==> config.mk <==
export PLATFORM = sky130hd
export DESIGN_NAME = core_hzrd_ctrl
export DESIGN_NICKNAME = d
export VERILOG_FILES = /design/src/rtl/core_hzrd_ctrl.sv
export SDC_FILE = /design/constraint.sdc
export NUM_CORES = 1
export LEC_CHECK = 0
export CAP_MARGIN = 20
export CELL_PAD_IN_SITES_DETAIL_PLACEMENT = 0
export CELL_PAD_IN_SITES_GLOBAL_PLACEMENT = 1
export CORE_MARGIN = 5
export CORE_UTILIZATION = 35
export DETAILED_ROUTE_END_ITERATION = 10
export GPL_ROUTABILITY_DRIVEN = 0
export HOLD_SLACK_MARGIN = 0.1
export MAX_ROUTING_LAYER = met4
export PLACE_DENSITY = 0.8
export REMOVE_ABC_BUFFERS = 1
export SLEW_MARGIN = 20
export SYNTH_ARGS = -nofsm -noshare
export SYNTH_HDL_FRONTEND = slang
export SYNTH_SLANG_ARGS = --single-unit
==> constraint.sdc <==
create_clock -name clk -period 7.15 [get_ports clk]
set_clock_uncertainty 0.05 [all_clocks]
set_input_delay 2.145 -clock clk [delete_from_list [all_inputs] [get_ports clk]]
set_output_delay 2.145 -clock clk [all_outputs]
set_load 0.01 [all_outputs]
==> src/rtl/core_hzrd_ctrl.sv <==
// -----------------------------------------------------------------------------
// core_hzrd_ctrl
//
// Pipeline sequencer and hazard controller for the five-stage Selen core
// (IF, DEC, EXE, MEM, WB).
//
// It drives the load enables of the IF/DEC, DEC/EXE and EXE/MEM pipeline
// registers, the bubble insert into DEC/EXE, NOP conversion of the decode
// word and the PC-redirect select. It also produces the registered EXE-stage
// operand-forwarding selects.
//
// A small shadow pipeline of {valid, we, rd, cmd} for EXE, MEM and WB is kept
// alongside the datapath. It is fed from the decode hazard bus. The shadow
// lets hazards be detected without looking into the datapath registers.
//
// Ports
//   clk              system clock
//   rst              synchronous, active-high reset
//   dec_hazard_bus   {rs1[14:10], rs2[9:5], rd[4:0]} of the DEC instruction
//   dec_hazard_cmd   DEC instruction type: 00 other, 01 branch, 10 jump,
//                    11 load
//   dec_we           DEC instruction writes the register file
//   il1_ack          I-cache returned a valid word this cycle
//   dl1_req          MEM stage holds a valid load/store request
//   dl1_ack          D-cache completed the MEM request
//   exe_brnch_taken  EXE resolved a taken branch or jump
//   if_enb .. mem_enb  stage register load enables
//   dec_kill         load a bubble into DEC/EXE
//   dec_nop_gen      decode treats its instruction as a NOP
//   pc_sel           00 PC+4, 01 EXE branch/jump target
//   fwd_src1_sel     registered EXE operand-1 source:
//                    00 regfile, 01 MEM ALU result, 10 WB data
//   fwd_src2_sel     same encoding for operand 2
//   stall_out        any stall or hold active
// -----------------------------------------------------------------------------
module core_hzrd_ctrl #(
  parameter int unsigned RST_HOLD_CYCLES = 2
) (
  input  logic        clk,
  input  logic        rst,
  input  logic [14:0] dec_hazard_bus,
  input  logic [1:0]  dec_hazard_cmd,
  input  logic        dec_we,
  input  logic        il1_ack,
  input  logic        dl1_req,
  input  logic        dl1_ack,
  input  logic        exe_brnch_taken,
  output logic        if_enb,
  output logic        dec_enb,
  output logic        exe_enb,
  output logic        mem_enb,
  output logic        dec_kill,
  output logic        dec_nop_gen,
  output logic [1:0]  pc_sel,
  output logic [1:0]  fwd_src1_sel,
  output logic [1:0]  fwd_src2_sel,
  output logic        stall_out
);

  // ---------------------------------------------------------------------------
  // Encodings and types
  // ---------------------------------------------------------------------------
  localparam logic [1:0] CMD_OTHER  = 2'b00;
  localparam logic [1:0] CMD_BRANCH = 2'b01;
  localparam logic [1:0] CMD_JUMP   = 2'b10;
  localparam logic [1:0] CMD_LOAD   = 2'b11;

  localparam logic [1:0] PC_SEL_SEQ    = 2'b00;
  localparam logic [1:0] PC_SEL_TARGET = 2'b01;

  localparam logic [1:0] FWD_REGFILE = 2'b00;
  localparam logic [1:0] FWD_MEM_ALU = 2'b01;
  localparam logic [1:0] FWD_WB      = 2'b10;

  localparam int unsigned CNT_W = (RST_HOLD_CYCLES > 1) ? $clog2(RST_HOLD_CYCLES) : 1;
  localparam logic [CNT_W-1:0] HOLD_LAST = CNT_W'(RST_HOLD_CYCLES - 1);

  typedef enum logic [1:0] {
    ST_HOLD,   // post-reset hold, every stage killed
    ST_RUN,    // normal operation
    ST_FLUSH,  // cycle after a redirect, wrong-path DEC word squashed
    ST_DWAIT   // frozen behind an outstanding D-cache request
  } state_t;

  typedef struct packed {
    logic       valid;
    logic       we;
    logic [4:0] rd;
    logic [1:0] cmd;
  } shadow_t;

  // ---------------------------------------------------------------------------
  // Decode hazard bus fields
  // ---------------------------------------------------------------------------
  logic [4:0] dec_rs1;
  logic [4:0] dec_rs2;
  logic [4:0] dec_rd;

  assign dec_rs1 = dec_hazard_bus[14:10];
  assign dec_rs2 = dec_hazard_bus[9:5];
  assign dec_rd  = dec_hazard_bus[4:0];

  // ---------------------------------------------------------------------------
  // State
  // ---------------------------------------------------------------------------
  state_t           state_q;
  state_t           state_d;
  logic [CNT_W-1:0] hold_cnt_q;
  shadow_t          exe_sh;
  shadow_t          mem_sh;
  shadow_t          wb_sh;
  logic [1:0]       fwd1_d;
  logic [1:0]       fwd2_d;

  // ---------------------------------------------------------------------------
  // Hazard conditions
  // ---------------------------------------------------------------------------
  logic dwait_cond;
  logic redirect;
  logic load_use;
  logic icache_miss;
  logic hold_done;
  logic dec_advance;

  assign dwait_cond  = dl1_req & ~dl1_ack;

  // Only a real branch or jump in EXE may redirect. A bubble or ordinary
  // instruction there makes a stray exe_brnch_taken harmless.
  assign redirect    = exe_brnch_taken & exe_sh.valid &
                       ((exe_sh.cmd == CMD_BRANCH) | (exe_sh.cmd == CMD_JUMP));

  assign load_use    = exe_sh.valid & (exe_sh.cmd == CMD_LOAD) & exe_sh.we &
                       (exe_sh.rd != 5'd0) &
                       ((exe_sh.rd == dec_rs1) | (exe_sh.rd == dec_rs2));

  assign icache_miss = ~il1_ack;
  assign hold_done   = (hold_cnt_q == HOLD_LAST);
  assign dec_advance = dec_enb & ~dec_kill;

  // ---------------------------------------------------------------------------
  // Forwarding source pick for one operand.
  //
  // The producer now in EXE will sit in MEM when the consumer reaches EXE.
  // That producer therefore forwards from the MEM ALU result (01).
  // The producer now in MEM will be in WB, so it forwards WB data (10).
  // A load in EXE never forwards from MEM. Its data does not exist yet, and
  // the load-use stall separates the two instructions first.
  // ---------------------------------------------------------------------------
  function automatic logic [1:0] fwd_pick(input logic [4:0] rs,
                                          input shadow_t    e,
                                          input shadow_t    m);
    logic [1:0] sel;
    sel = FWD_REGFILE;
    if (e.valid && e.we && (e.rd != 5'd0) && (e.rd == rs) && (e.cmd != CMD_LOAD))
      sel = FWD_MEM_ALU;
    else if (m.valid && m.we && (m.rd != 5'd0) && (m.rd == rs))
      sel = FWD_WB;
    return sel;
  endfunction

  assign fwd1_d = fwd_pick(dec_rs1, exe_sh, mem_sh);
  assign fwd2_d = fwd_pick(dec_rs2, exe_sh, mem_sh);

  // ---------------------------------------------------------------------------
  // Stage control and next state (combinational)
  // ---------------------------------------------------------------------------
  // NOTE: every output of this block gets a default before the case. No path
  // can then leave a signal unassigned, which would otherwise infer a latch.
  always_comb begin
    if_enb      = 1'b1;
    dec_enb     = 1'b1;
    exe_enb     = 1'b1;
    mem_enb     = 1'b1;
    dec_kill    = 1'b0;
    dec_nop_gen = 1'b0;
    pc_sel      = PC_SEL_SEQ;
    stall_out   = 1'b0;
    state_d     = state_q;

    unique case (state_q)
      ST_HOLD: begin
        if_enb      = 1'b0;
        dec_enb     = 1'b0;
        exe_enb     = 1'b0;
        mem_enb     = 1'b0;
        dec_kill    = 1'b1;
        dec_nop_gen = 1'b1;
        stall_out   = 1'b1;
        if (hold_done)
          state_d = ST_RUN;
      end

      ST_FLUSH: begin
        // The word in IF/DEC was fetched down the wrong path.
        dec_nop_gen = 1'b1;
        if (dwait_cond) begin
          if_enb    = 1'b0;
          dec_enb   = 1'b0;
          exe_enb   = 1'b0;
          mem_enb   = 1'b0;
          stall_out = 1'b1;
          state_d   = ST_DWAIT;
        end else begin
          state_d   = ST_RUN;
        end
      end

      // DWAIT re-runs the RUN priority list on every cycle. The cycle that
      // sees dl1_ack therefore releases and applies any pending event at once.
      // A redirect held during the wait is one such event.
      ST_RUN, ST_DWAIT: begin
        if (dwait_cond) begin
          if_enb    = 1'b0;
          dec_enb   = 1'b0;
          exe_enb   = 1'b0;
          mem_enb   = 1'b0;
          stall_out = 1'b1;
          state_d   = ST_DWAIT;
        end else if (redirect) begin
          pc_sel    = PC_SEL_TARGET;
          dec_kill  = 1'b1;
          state_d   = ST_FLUSH;
        end else if (load_use) begin
          // Hold the consumer in DEC and send one bubble down. Next cycle
          // the load has moved to MEM, so the match no longer fires.
          if_enb    = 1'b0;
          dec_kill  = 1'b1;
          stall_out = 1'b1;
          state_d   = ST_RUN;
        end else if (icache_miss) begin
          if_enb      = 1'b0;
          dec_nop_gen = 1'b1;
          stall_out   = 1'b1;
          state_d     = ST_RUN;
        end else begin
          state_d = ST_RUN;
        end
      end

      default: begin
        state_d = ST_HOLD;
      end
    endcase
  end

  // ---------------------------------------------------------------------------
  // Sequential state: FSM, hold counter, shadows, forwarding selects
  // ---------------------------------------------------------------------------
  // NOTE: all state here uses non-blocking assignments. Every register then
  // samples values from before the edge, so the shadow shift cannot race.
  always_ff @(posedge clk) begin
    if (rst) begin
      state_q      <= ST_HOLD;
      hold_cnt_q   <= '0;
      exe_sh       <= '0;
      mem_sh       <= '0;
      wb_sh        <= '0;
      fwd_src1_sel <= FWD_REGFILE;
      fwd_src2_sel <= FWD_REGFILE;
    end else begin
      state_q <= state_d;

      if (state_q == ST_HOLD && !hold_done)
        hold_cnt_q <= hold_cnt_q + CNT_W'(1);
      else
        hold_cnt_q <= '0;

      // EXE shadow and forwarding selects travel with the DEC/EXE register.
      if (dec_kill) begin
        exe_sh       <= '0;
        fwd_src1_sel <= FWD_REGFILE;
        fwd_src2_sel <= FWD_REGFILE;
      end else if (dec_advance) begin
        exe_sh.valid <= 1'b1;
        exe_sh.we    <= dec_we & ~dec_nop_gen;
        exe_sh.rd    <= dec_rd;
        exe_sh.cmd   <= dec_hazard_cmd;
        fwd_src1_sel <= fwd1_d;
        fwd_src2_sel <= fwd2_d;
      end

      if (exe_enb)
        mem_sh <= exe_sh;

      // A frozen MEM stage hands WB a bubble rather than a repeat.
      if (mem_enb)
        wb_sh <= mem_sh;
      else
        wb_sh <= '0;
    end
  end

  // The WB shadow completes the per-stage record for debug visibility. The
  // current hazard rules never consult it, because the regfile itself
  // covers WB-to-DEC.
  logic unused_wb_sh;
  assign unused_wb_sh = ^wb_sh;

  // CMD_OTHER names the remaining encoding for readers. It only ever
  // appears as the fall-through case.
  logic [1:0] unused_cmd_other;
  assign unused_cmd_other = CMD_OTHER;

endmodule

==> summary.md <==
| Metric | Value |
|---|---|
| Syn Area/Cell | between 8 and 9 µm² |
| Post-layout util | a little under half |
| Synth Flop Type | dfxtp_1 |
| Vias in the first global route | between 1000 and 1500 |
| Seq cells post-synth | 23 |
| Die Height | between 60 and 70 µm |
| Most frequent cells in the layout | clkdlybuf4s50_1 (35), dfxtp_1 (23), nand2_1 (18) |
| Mapped cell area | 1220 µm² |
| H-tree Lvls | 1 |
| Final wirelength | just under 3000 µm |
| Synth Warn # | 0 |
| Logic pwr share | 21.8% |
| Layout cells sized above 1 | approximately 4% |
| Worst r2r path cells | 6 |
| Pint | 182 µW |
| HPWL Detailed | ~2300 µm |
| Worst-Margin Slew | approximately 0.7 ns |
| GR Layer Usage met3 | between 2 and 3% |
| FFs w/ async S/R, synth | 0% |
| Final hold violations | 0 |
| Nets | 200 |
| Average vias per placed instance | 4.78 |
| Sequential Power Share | 54.3% |
| ANT nets after route | 0 |
| VDD IR-drop max | between 0.1 and 0.15 mV |
| Register area share after synthesis | a little under two fifths |
| Overall power | 248 µW |
| Worst Hold Slack | roughly 0.38 ns |
| Core Area | roughly 3400 µm² |
| Die width | slightly below 70 µm |
| Detailed-route via count | approximately 1100 |
| Met1 Usage GRT | between 15 and 20% |
| Leak | 0.000637 µW |
| Slew margin rel. | between 50% and 60% |
| F_max | approximately 150 MHz |
| Net Sw Frac | 26.5% |
| Met2 Usage GRT | 23.0% |
| Flop2flop setup slack | 4.59 ns |
| Pwr per Cell Area | approximately 150 nW/µm² |
| # diodes | 0 |
| Total CTS buffers | 3 |
| Max clock buf depth | 2 |
| Worst Setup EP | stall_out |
| Period utilisation layout | 92.3% |
| Synth cell types | 35 |
| RSZ-0062 raised after global routing | no |
| Worst skew pair latency | 0.31 ns |
| Hold buffers post-CTS | 0 |
| First-pass GRT wire length | 4950 µm |
| GRT Residual Overflow | 0 |
| CP Max Fanout | 5 |
| Die area | roughly 4800 µm² |
| Hold path depth | 1 |
| Commonest non-fill, non-tap cell in the layout | clkdlybuf4s50_1 |
| Setup crit start kind | input pin |
| WL per Instance | 13.2 µm |
| Status | complete, no violations |
| IO Pins | 37 |
| Critical Path AT | 4.40 ns |
| FP Rows | 21 |
| Gr busiest metal | met2 |
| CP required | 4.95 ns |
| Clock tree sinks | 23 |
| Setup TNS | 0 ns |
| All-Layer GR Usage | between 10 and 15% |
| Final cell count without fillers | 220 |
| Post-CTS sizing | 0 |
| WS Path Type | input pin to output port |
| DRC viols | 0 |
| Crit. Startpoint | dec_hazard_bus[8] |
| Final min period | 6.60 ns |
| Hold Crit Class | flop to flop |
| Area growth syn-to-layout | 31.6% |
| Clock-pin slew on the worst setup and hold paths | about 0.12 ns |
| EDFF count, synth | 0 |
| Reg2reg start | exe_sh[4]$_SDFFE_PP0P_ |
| CP Capture Type | output port |
| Placed cell count | approximately 220 |
| Initial antenna violation count | 0 |
| Finish-stage setup viols | 0 |
| Largest net degree at the start of global routing | 16 |
| Slew Viols, Final | 0 |
| Post-CTS setup buffer count | 0 |
| Max-cap viol count | 0 |
| Pre-antenna DRT Iters | 3 |
| CTS tree | built |
| IO buf count | 35 |
| 1st-iter DRT viols | 23 |
| Initial Utilization | between 30% and 40% |
| CTS root buf | clkbuf_4 |
| Clock power frac | about a quarter |
| Switch Pwr | 65.6 µW |
| Cells after Synth | roughly 140 |
| Reg2Reg Capture Point | fwd_src2_sel[1]$_SDFFE_PP0P_ |
[power groups by stage]
stage / Sequential (µW) / Combinational (µW) / Clock, µW
after floorplan: 136 / 25.8 / 0
after global placement: 137 / 53.6 / 0
after detailed placement: 138 / 54.2 / 0
after CTS: 135 / 54.8 / 61.9
after global routing: 135 / 59.5 / 67.4
final: 135 / 54.0 / 59.2
[cell families after synthesis]
| group | count (synthesis) | share of synthesized area, % |
|---|---|---|
| adders and majority gates | 1 | 1.03 |
| and+or+nand+nor | 54 | 20.9 |
| other | 1 | 0.308 |
| xor gates and xnor gates | 20 | 14.4 |
| muxes | 10 | 8.23 |
| DFF | 23 | 37.9 |
| buffers and inverters | 13 | 5.66 |
| AOI/OAI and AO/OA | 21 | 11.6 |
[worst max-delay path, stage by stage]
cell and delay, ns:
clkdlybuf4s50_1 0.46, xor2_1 0.16, nor3_1 0.21, nand3_1 0.15
a211oi_2 0.40, nand2b_1 0.16, a31oi_1 0.10, inv_1 0.09
clkdlybuf4s50_1 0.53
[cell type report]
type,instances,area (µm²)
tap,46,57.6
multi-input combinational,107,687
inverter,5,18.8
fill,367,1760
timing repair buffer,35,350
clock buffer,4,26.3
sequential,23,460
[Yosys cell counts, types with 2 or more instances]
library cell  number  area, µm²
a21oi_1            9       45.0
nand3_1            5       25.0
xor2_1            12        105
nand2b_1           2       12.5
nor3_1             6       30.0
or4_1              2       15.0
clkbuf_1           3       11.3
xnor2_1            8       70.1
dfxtp_1           23        460
nand2_1           18       67.6
nor4_1             3       18.8
o21ai_0            2       10.0
and2_1             2       12.5
inv_1              4       15.0
buf_4              3       22.5
mux2i_1           10        100
nor2_1            13       48.8
[flip-flops by register name, indices dropped and copies added (netlist names)]
signal / cells
fwd_src1_sel: 2
state_q: 2
hold_cnt_q: 1
exe_sh: 9
mem_sh: 7
fwd_src2_sel: 2
[layer usage]
layer	wire length, µm	share of wire (%)
met1	1370	47
met2	1370	47
met3	138	4.7
met4	37	1.3
met5	0	0
[per-stage QoR]
step | worst slack, ns | cell area (µm²)
final | 0.554 | 1600
after global routing | 0.386 | 1600
after detailed placement | 0.554 | 1570
after global placement | 0.624 | 1570
after CTS | 0.538 | 1600
after floorplan | 1.67 | 1170
[how the worst min path moves through the flow]
stage / from / end / slack, ns
floorplan: hold_cnt_q$_SDFF_PP0_ / hold_cnt_q$_SDFF_PP0_ / 0.35
global placement: hold_cnt_q$_SDFF_PP0_ / hold_cnt_q$_SDFF_PP0_ / 0.36
detailed placement: hold_cnt_q$_SDFF_PP0_ / hold_cnt_q$_SDFF_PP0_ / 0.36
CTS: hold_cnt_q$_SDFF_PP0_ / hold_cnt_q$_SDFF_PP0_ / 0.38
global route: hold_cnt_q$_SDFF_PP0_ / hold_cnt_q$_SDFF_PP0_ / 0.42
finish: hold_cnt_q$_SDFF_PP0_ / hold_cnt_q$_SDFF_PP0_ / 0.38
(Power assumes the default switching activity.)
